File: config.mk
export PLATFORM = sky130hd
export DESIGN_NAME = fetch_unit_rv32i
export DESIGN_NICKNAME = d
export VERILOG_FILES = /design/src/rtl/rv32i_fetch_pkg.sv /design/src/rtl/pc_reg_rv32i.sv /design/src/rtl/fetch_unit_rv32i.sv
export SDC_FILE = /design/constraint.sdc
export NUM_CORES = 1
export LEC_CHECK = 0
export CORE_MARGIN = 2
export CORE_UTILIZATION = 30
export DETAILED_ROUTE_END_ITERATION = 10
export PLACE_DENSITY = 0.65
export REMOVE_ABC_BUFFERS = 1
export SETUP_SLACK_MARGIN = 0.2
export SLEW_MARGIN = 15
export SYNTH_ARGS = -nofsm -noshare
export SYNTH_HDL_FRONTEND = slang
export SYNTH_SLANG_ARGS = --single-unit
File: constraint.sdc
create_clock -name clock -period 3.55 [get_ports clock]
set_input_delay 0.71 -clock clock [delete_from_list [all_inputs] [get_ports clock]]
set_output_delay 0.71 -clock clock [all_outputs]
set_load 0.02 [all_outputs]
File: src/rtl/rv32i_fetch_pkg.sv
// Shared types and constants for the RV32I fetch unit.
//   fetch_state_e : fetch FSM state encoding
//   RV32I_NOP     : instruction presented while nothing has been fetched (addi x0, x0, 0)
//   PC_STEP       : sequential PC increment
//   PC_ALIGN_MASK : clears the low two bits of a branch target
package rv32i_fetch_pkg;

    typedef enum logic [2:0] {
        S_IDLE  = 3'd0,
        S_FETCH = 3'd1,
        S_WAIT  = 3'd2,
        S_HOLD  = 3'd3,
        S_TRAP  = 3'd4
    } fetch_state_e;

    localparam logic [31:0] RV32I_NOP     = 32'h0000_0013;
    localparam logic [31:0] PC_STEP       = 32'd4;
    localparam logic [31:0] PC_ALIGN_MASK = 32'hFFFF_FFFC;

endpackage

File: src/rtl/pc_reg_rv32i.sv
// Architectural PC register with load enable and the PC+4 adder.
// Ports:
//   clock, reset_n : system clock (rising edge), asynchronous active-low reset
//   load           : capture pc_next on the next rising edge
//   pc_next        : value to load
//   pc             : current PC (RESET_PC while in reset)
//   pc_new         : pc + 4, wrapping modulo 2^32
module pc_reg_rv32i
    import rv32i_fetch_pkg::*;
#(
    parameter int unsigned          XLEN     = 32,
    parameter logic [XLEN-1:0]      RESET_PC = '0
) (
    input  logic            clock,
    input  logic            reset_n,
    input  logic            load,
    input  logic [XLEN-1:0] pc_next,
    output logic [XLEN-1:0] pc,
    output logic [XLEN-1:0] pc_new
);

    logic [XLEN-1:0] pc_q;

    always_ff @(posedge clock or negedge reset_n) begin
        if (!reset_n) begin
            pc_q <= RESET_PC;
        end else if (load) begin
            pc_q <= pc_next;
        end
    end

    assign pc     = pc_q;
    assign pc_new = pc_q + PC_STEP;

endmodule

File: src/rtl/fetch_unit_rv32i.sv
// RV32I fetch unit: holds the PC, fetches one instruction at a time over a
// valid/ready request + valid response interface, and holds the instruction
// for decode until the core retires it with pc_load.
// Ports:
//   clock, reset_n                 : clock (rising edge), asynchronous active-low reset
//   PCin, pc_load                  : next PC from the brancher and its retire strobe
//   PCnew                          : pc + 4 back to the brancher
//   pc                             : current PC
//   imem_req_valid/ready, imem_addr: fetch request channel (address = pc)
//   imem_rsp_valid, imem_rsp_data  : fetch response channel
//   instr, instr_valid             : held instruction to decode/CU
//   misalign                       : misaligned-target flag (only with FETCH_MISALIGN_TRAP_EN)
// Build option FETCH_MISALIGN_TRAP_EN: a misaligned pc_load target enters a
// trap state that only reset leaves; otherwise target low bits are cleared.
module fetch_unit_rv32i
    import rv32i_fetch_pkg::*;
#(
    parameter logic [31:0] RESET_PC = 32'h0000_0000,
    parameter int unsigned XLEN     = 32
) (
    input  logic            clock,
    input  logic            reset_n,
    input  logic [XLEN-1:0] PCin,
    input  logic            pc_load,
    output logic [XLEN-1:0] PCnew,
    output logic [XLEN-1:0] pc,
    output logic            imem_req_valid,
    input  logic            imem_req_ready,
    output logic [XLEN-1:0] imem_addr,
    input  logic            imem_rsp_valid,
    input  logic [XLEN-1:0] imem_rsp_data,
`ifdef FETCH_MISALIGN_TRAP_EN
    output logic            misalign,
`endif
    output logic [XLEN-1:0] instr,
    output logic            instr_valid
);

    fetch_state_e    state_q, state_d;
    logic [XLEN-1:0] instr_q, instr_d;
    logic            instr_valid_q, instr_valid_d;
    logic            pc_load_en;
    logic [XLEN-1:0] pc_next;
`ifdef FETCH_MISALIGN_TRAP_EN
    logic            misalign_q, misalign_d;
`endif

    pc_reg_rv32i #(
        .XLEN     (XLEN),
        .RESET_PC (RESET_PC)
    ) u_pc_reg (
        .clock   (clock),
        .reset_n (reset_n),
        .load    (pc_load_en),
        .pc_next (pc_next),
        .pc      (pc),
        .pc_new  (PCnew)
    );

    always_ff @(posedge clock or negedge reset_n) begin
        if (!reset_n) begin
            state_q       <= S_IDLE;
            instr_q       <= RV32I_NOP;
            instr_valid_q <= 1'b0;
`ifdef FETCH_MISALIGN_TRAP_EN
            misalign_q    <= 1'b0;
`endif
        end else begin
            state_q       <= state_d;
            instr_q       <= instr_d;
            instr_valid_q <= instr_valid_d;
`ifdef FETCH_MISALIGN_TRAP_EN
            misalign_q    <= misalign_d;
`endif
        end
    end

    always_comb begin
        state_d       = state_q;
        instr_d       = instr_q;
        instr_valid_d = instr_valid_q;
        pc_load_en    = 1'b0;
        pc_next       = PCin & PC_ALIGN_MASK;
`ifdef FETCH_MISALIGN_TRAP_EN
        misalign_d    = misalign_q;
`endif
        case (state_q)
            S_IDLE: begin
                state_d = S_FETCH;
            end
            S_FETCH: begin
                if (imem_req_ready) begin
                    state_d = S_WAIT;
                end
            end
            S_WAIT: begin
                if (imem_rsp_valid) begin
                    instr_d       = imem_rsp_data;
                    instr_valid_d = 1'b1;
                    state_d       = S_HOLD;
                end
            end
            S_HOLD: begin
                // A response arriving alongside pc_load is stale and dropped.
                if (pc_load) begin
                    pc_load_en    = 1'b1;
                    instr_valid_d = 1'b0;
                    state_d       = S_FETCH;
`ifdef FETCH_MISALIGN_TRAP_EN
                    if (PCin[1:0] != 2'b00) begin
                        pc_next    = PCin;
                        misalign_d = 1'b1;
                        state_d    = S_TRAP;
                    end
`endif
                end
            end
            S_TRAP: begin
`ifdef FETCH_MISALIGN_TRAP_EN
                state_d = S_TRAP;
`else
                state_d = S_IDLE;
`endif
            end
            default: begin
                state_d = S_IDLE;
            end
        endcase
    end

    assign imem_req_valid = (state_q == S_FETCH);
    assign imem_addr      = pc;
    assign instr          = instr_q;
    assign instr_valid    = instr_valid_q;
`ifdef FETCH_MISALIGN_TRAP_EN
    assign misalign       = misalign_q;
`endif

endmodule

### Word-level counts from Yosys, hierarchy flattened

Cells that the tools add are included.
W data, S select, Z words.

* flip-flop bits (word level): 66
* input port bits: 69
* output and inout bits: 130
* word-level logic and storage cells: 25

* add/sub/neg operators: 1
* equality and inequality tests: 6
* mux-type cells: 9
* reduce and logical (&&, ||, !) cells: 5

Operators with widths (number)
* $add A32 B3 Y32 const B: 1
* $pmux W3 S4: 1
* $mux W3: 3
* $eq A3 B2 Y1 const B: 2
* $reduce_and A3 Y1: 2
* $mux W1: 4
* $ne A2 B2 Y1 const B: 2
* $eq A3 B1 Y1 const B: 1
* $logic_not A3 Y1: 1
* $ne A2 B1 Y1 const B: 1
* $pmux W1 S2: 1
* $reduce_and A2 Y1: 1
* $reduce_bool A2 Y1: 1

### Depth between registers and ports, before layout

* depth after elaboration: 3
* mapped depth: 6
* depth with buffers taken out: 6

### By module

Synthesis repeated with hierarchy kept, for this count alone.

* cells, all modules: 270
* area total of the unflattened synthesis: 3384.5 µm²

By module, submodules not included
* pc_reg_rv32i: times used 1, cells each 150, area an instance 1754.2 µm², sequential area each 800.8 µm²
* fetch_unit_rv32i: times used 1, cells each 120, area an instance 1630.3 µm², sequential area each 879.6 µm²

### Worst setup path after synthesis

OpenSTA, ideal clock, no wires.

* kind: register to output
* start: reg u_pc_reg.pc_q[9] (netlist: u_pc_reg.pc[9])
* end: out PCnew[21]
* arrival time: 1.761 ns
* required time: 2.840 ns
* slack: 1.079 ns
* stages on the path, launching flop included: 5
* path buffers: 0
* cell sequence: dfrtp_1 nand4_4 nor4_4 nand4_1 xnor2_1

* word-level cells in the longest chain between the ends: 1

RTL lines
* start: declaration: line pc_reg_rv32i.sv:22 `logic [XLEN-1:0] pc_q;`
* start signal: assignment: line pc_reg_rv32i.sv:28 `pc_q <= pc_next;`
* $add A32 B3 Y32: line pc_reg_rv32i.sv:33 `assign pc_new = pc_q + PC_STEP;`
* end: declaration: line fetch_unit_rv32i.sv:25 `output logic [XLEN-1:0] PCnew,`

Every way passes these cells.

### Worst setup path in the final report

* start: reg u_pc_reg.pc_q[3] (netlist: u_pc_reg.pc[3])
* end: out PCnew[22]

Same word-level chain as after synthesis.

==> reports/results.ini <==
[run_status]
status=completed

[drt]
wl_per_cell_um=14.6
first_iter_violations=68
ant_nets=0
dr.pass1.iters=3
vias_per_cell=4.43
vias=2581
drc=0
wl_um=8470

[setup_path]
crit_family=buffers and inverters
critPathSlowestCell=clkdlybuf4s50_1
required_ns=2.84
worst-path-buf-inv=2
crit_path_cell_trace=ha_1 > nand3_2 > nor4_4 > buf_4 > nand2_1 > xnor2_1 > clkdlybuf4s50_1
critPathCaptureType=output port
cp_slowest_stage_delay_ns=0.63
path_class=flop to output port
crit_fanout=7
cp-start-kind=flop
worstPathArrival_ns=2.51
reg2reg_slack_ns=1.92

[run]
max_cap_violations=0

[global_route]
antenna_found_initial=0
grt-busiest-layer=met2
grt-ovfl-total=0
grt_util_met1_pct=15.9
grt_usage_pct=14.1
grt_pass1_vias=2558
met2_usage_pct=24.0
grt_max_degree=66
grt_pass1_wl_um=12900
use_met3_pct=5.68

[final_layout]
layout_common_cells=185 x clkdlybuf4s50_1, 62 x mux2_2, 61 x dfrtp_1
design_area_mm2=0.00536
syn_to_final_growth_pct=62.0
final_common_cell=clkdlybuf4s50_1
finalNetCount=510
drive_above_1_share_pct=21.3
n_antenna_cell=0

[synthesis]
ys_seq_elements=65
seq_area_frac_synth_pct=49.2
netlist_instances=267
synth_cell_types=28
syn_area_per_cell_um2=12.4
syn_area_mm2=0.00331
synth-warning-count=0

[clock_tree]
clock-sinks=65
cts.clk_slew.worst_paths_ns=0.07
cts-root-buf=clkbuf_8
cts_made_buffers=9
cts_max_level=3
cts_tree=built
hold_buffers=0
clock_latency_ns=0.34
ctsLongestPathBuffers=2

[sta]
post-route-period-util_pct=90.7
max_freq_ghz=0.311
hold_viol=0
layout_min_cycle_time_ns=3.22
rsz0062_at_grt=false
tns_ns=0
clock_skew_ns=0.0143
setup_viol=0
layout_setup_ws_ns=0.331
drv_slew=0

[power]
p_per_area_mw_per_mm2=1030
leakagePower_nw=2.22
ir_drop_uv=481

[placed_design]
gp_congestion=0.726
pre_cts_ws_ns=0.492
portBuffers=190
dpl.hpwl_um=6260
postPlaceCellArea_mm2=0.00514

[floorplanning]
pin_count=199
die_height_um=109
placeableCoreArea_mm2=0.0108
die_area_mm2=0.0119
dieWidth_um=109
placementRows=38
initial_core_util_pct=30.7

[hold_path]
hp-class=input pin to asynchronous set/reset pin

[power breakdown]
part / internal, W / leakage, nW / switching, W / total (W)
registers: 0.00113 / 0.765 / 0.000436 / 0.00157
logic: 0.00179 / 1.37 / 0.00161 / 0.00340
clock network: 0.000249 / 0.0818 / 0.000292 / 0.000541
total: 0.00317 / 2.22 / 0.00234 / 0.00551
[repair_timing]
action                                  CTS  global route
pin swaps                                 1             2
buffers inserted                          1             2
resized for setup                         0             8
endpoints found under the setup margin    9            10
[final timing paths]
kind                                             from                         end  depth (start not counted)
setup / recovery           u_pc_reg.pc[3]$_DFFE_PN0P_                   PCnew[22]                          7
hold / removal                                reset_n  u_pc_reg.pc[9]$_DFFE_PN0P_                          2
setup reg to reg               state_q[0]$_DFFE_PN0P_       instr[17]$_DFFE_PN0P_                          5
hold reg to reg                 instr[22]$_DFFE_PN0P_       instr[22]$_DFFE_PN0P_                          1
max in group asynchronous                     reset_n        instr[1]$_DFFE_PN1P_                          2
min in group clock              instr[22]$_DFFE_PN0P_       instr[22]$_DFFE_PN0P_                          1
[per-layer routing]
layer,share of wire (%),vias to the layer above
li1,-,1215
met1,39,1229
met2,50,126
met3,10,11
met4,0.94,0
met5,0,-
[logic make-up after synthesis]
family | count (synthesis) | share of synthesized area [%]
adders and majority gates | 4 | 1.51
buffers and inverters | 47 | 9.41
AOI/OAI and AO/OA | 5 | 0.944
other | 1 | 0.113
muxes | 63 | 21.4
DFF | 65 | 49.2
and+or+nand+nor | 54 | 10.0
xor gates and xnor gates | 28 | 7.40
[sequential cells by signal, indices dropped and copies added (netlist names)]
signal / cells
instr: 32
instr_valid: 1
state_q: 2
u_pc_reg.pc: 30
[layout make-up]
| cell class | instances | area (µm²) |
|---|---|---|
| fill | 1043 | 5430 |
| inverter | 5 | 18.8 |
| clock buffer | 10 | 128 |
| multi-input combinational | 160 | 1410 |
| timing repair buffer | 196 | 1960 |
| clock inverter | 6 | 35.0 |
| tap | 140 | 175 |
| sequential | 65 | 1630 |
[per-stage QoR]
| step | hold slack (ns) | power, W | util (%) | instances |
|---|---|---|---|---|
| 5_1_grt | 0.405 | 0.00584 | 49.7 | 582 |
| 6_report | 0.389 | 0.00551 | 49.7 | 582 |
| 3_5_place_dp | 0.492 | 0.00500 | 47.7 | 563 |
| 4_1_cts | 0.391 | 0.00557 | 49.2 | 580 |
| 3_3_place_gp | 0.486 | 0.00494 | 47.7 | 563 |
| 2_1_floorplan | 0.414 | 0.00322 | - | 230 |
[synthesized netlist by cell type]
library cell  number  share of area [%]
a22o_1             1               0.26
a21oi_1            1               0.15
nor2_1             4               0.45
nand4_1            8                1.5
clkbuf_1           3               0.34
inv_1              5               0.57
and3_1             4               0.76
buf_4             36                8.2
nor3_1             2               0.30
nand2_1           16                1.8
conb_1             1               0.11
mux2i_1            1               0.30
nand2b_1           1               0.19
nor4_4             2                1.3
xor2_1             6                1.6
a21boi_0           1               0.23
nor4_2             2               0.76
nand3_1           12                1.8
and4_1             1               0.26
nand4_4            1               0.64
mux2_2            62                 21
xnor2_1           22                5.8
dfstp_2            3                2.4
dfrtp_1           62                 47
buf_1              3               0.34
ha_1               4                1.5
o21ai_0            2               0.30
nand3b_1           1               0.23
(Power assumes the default switching activity.)
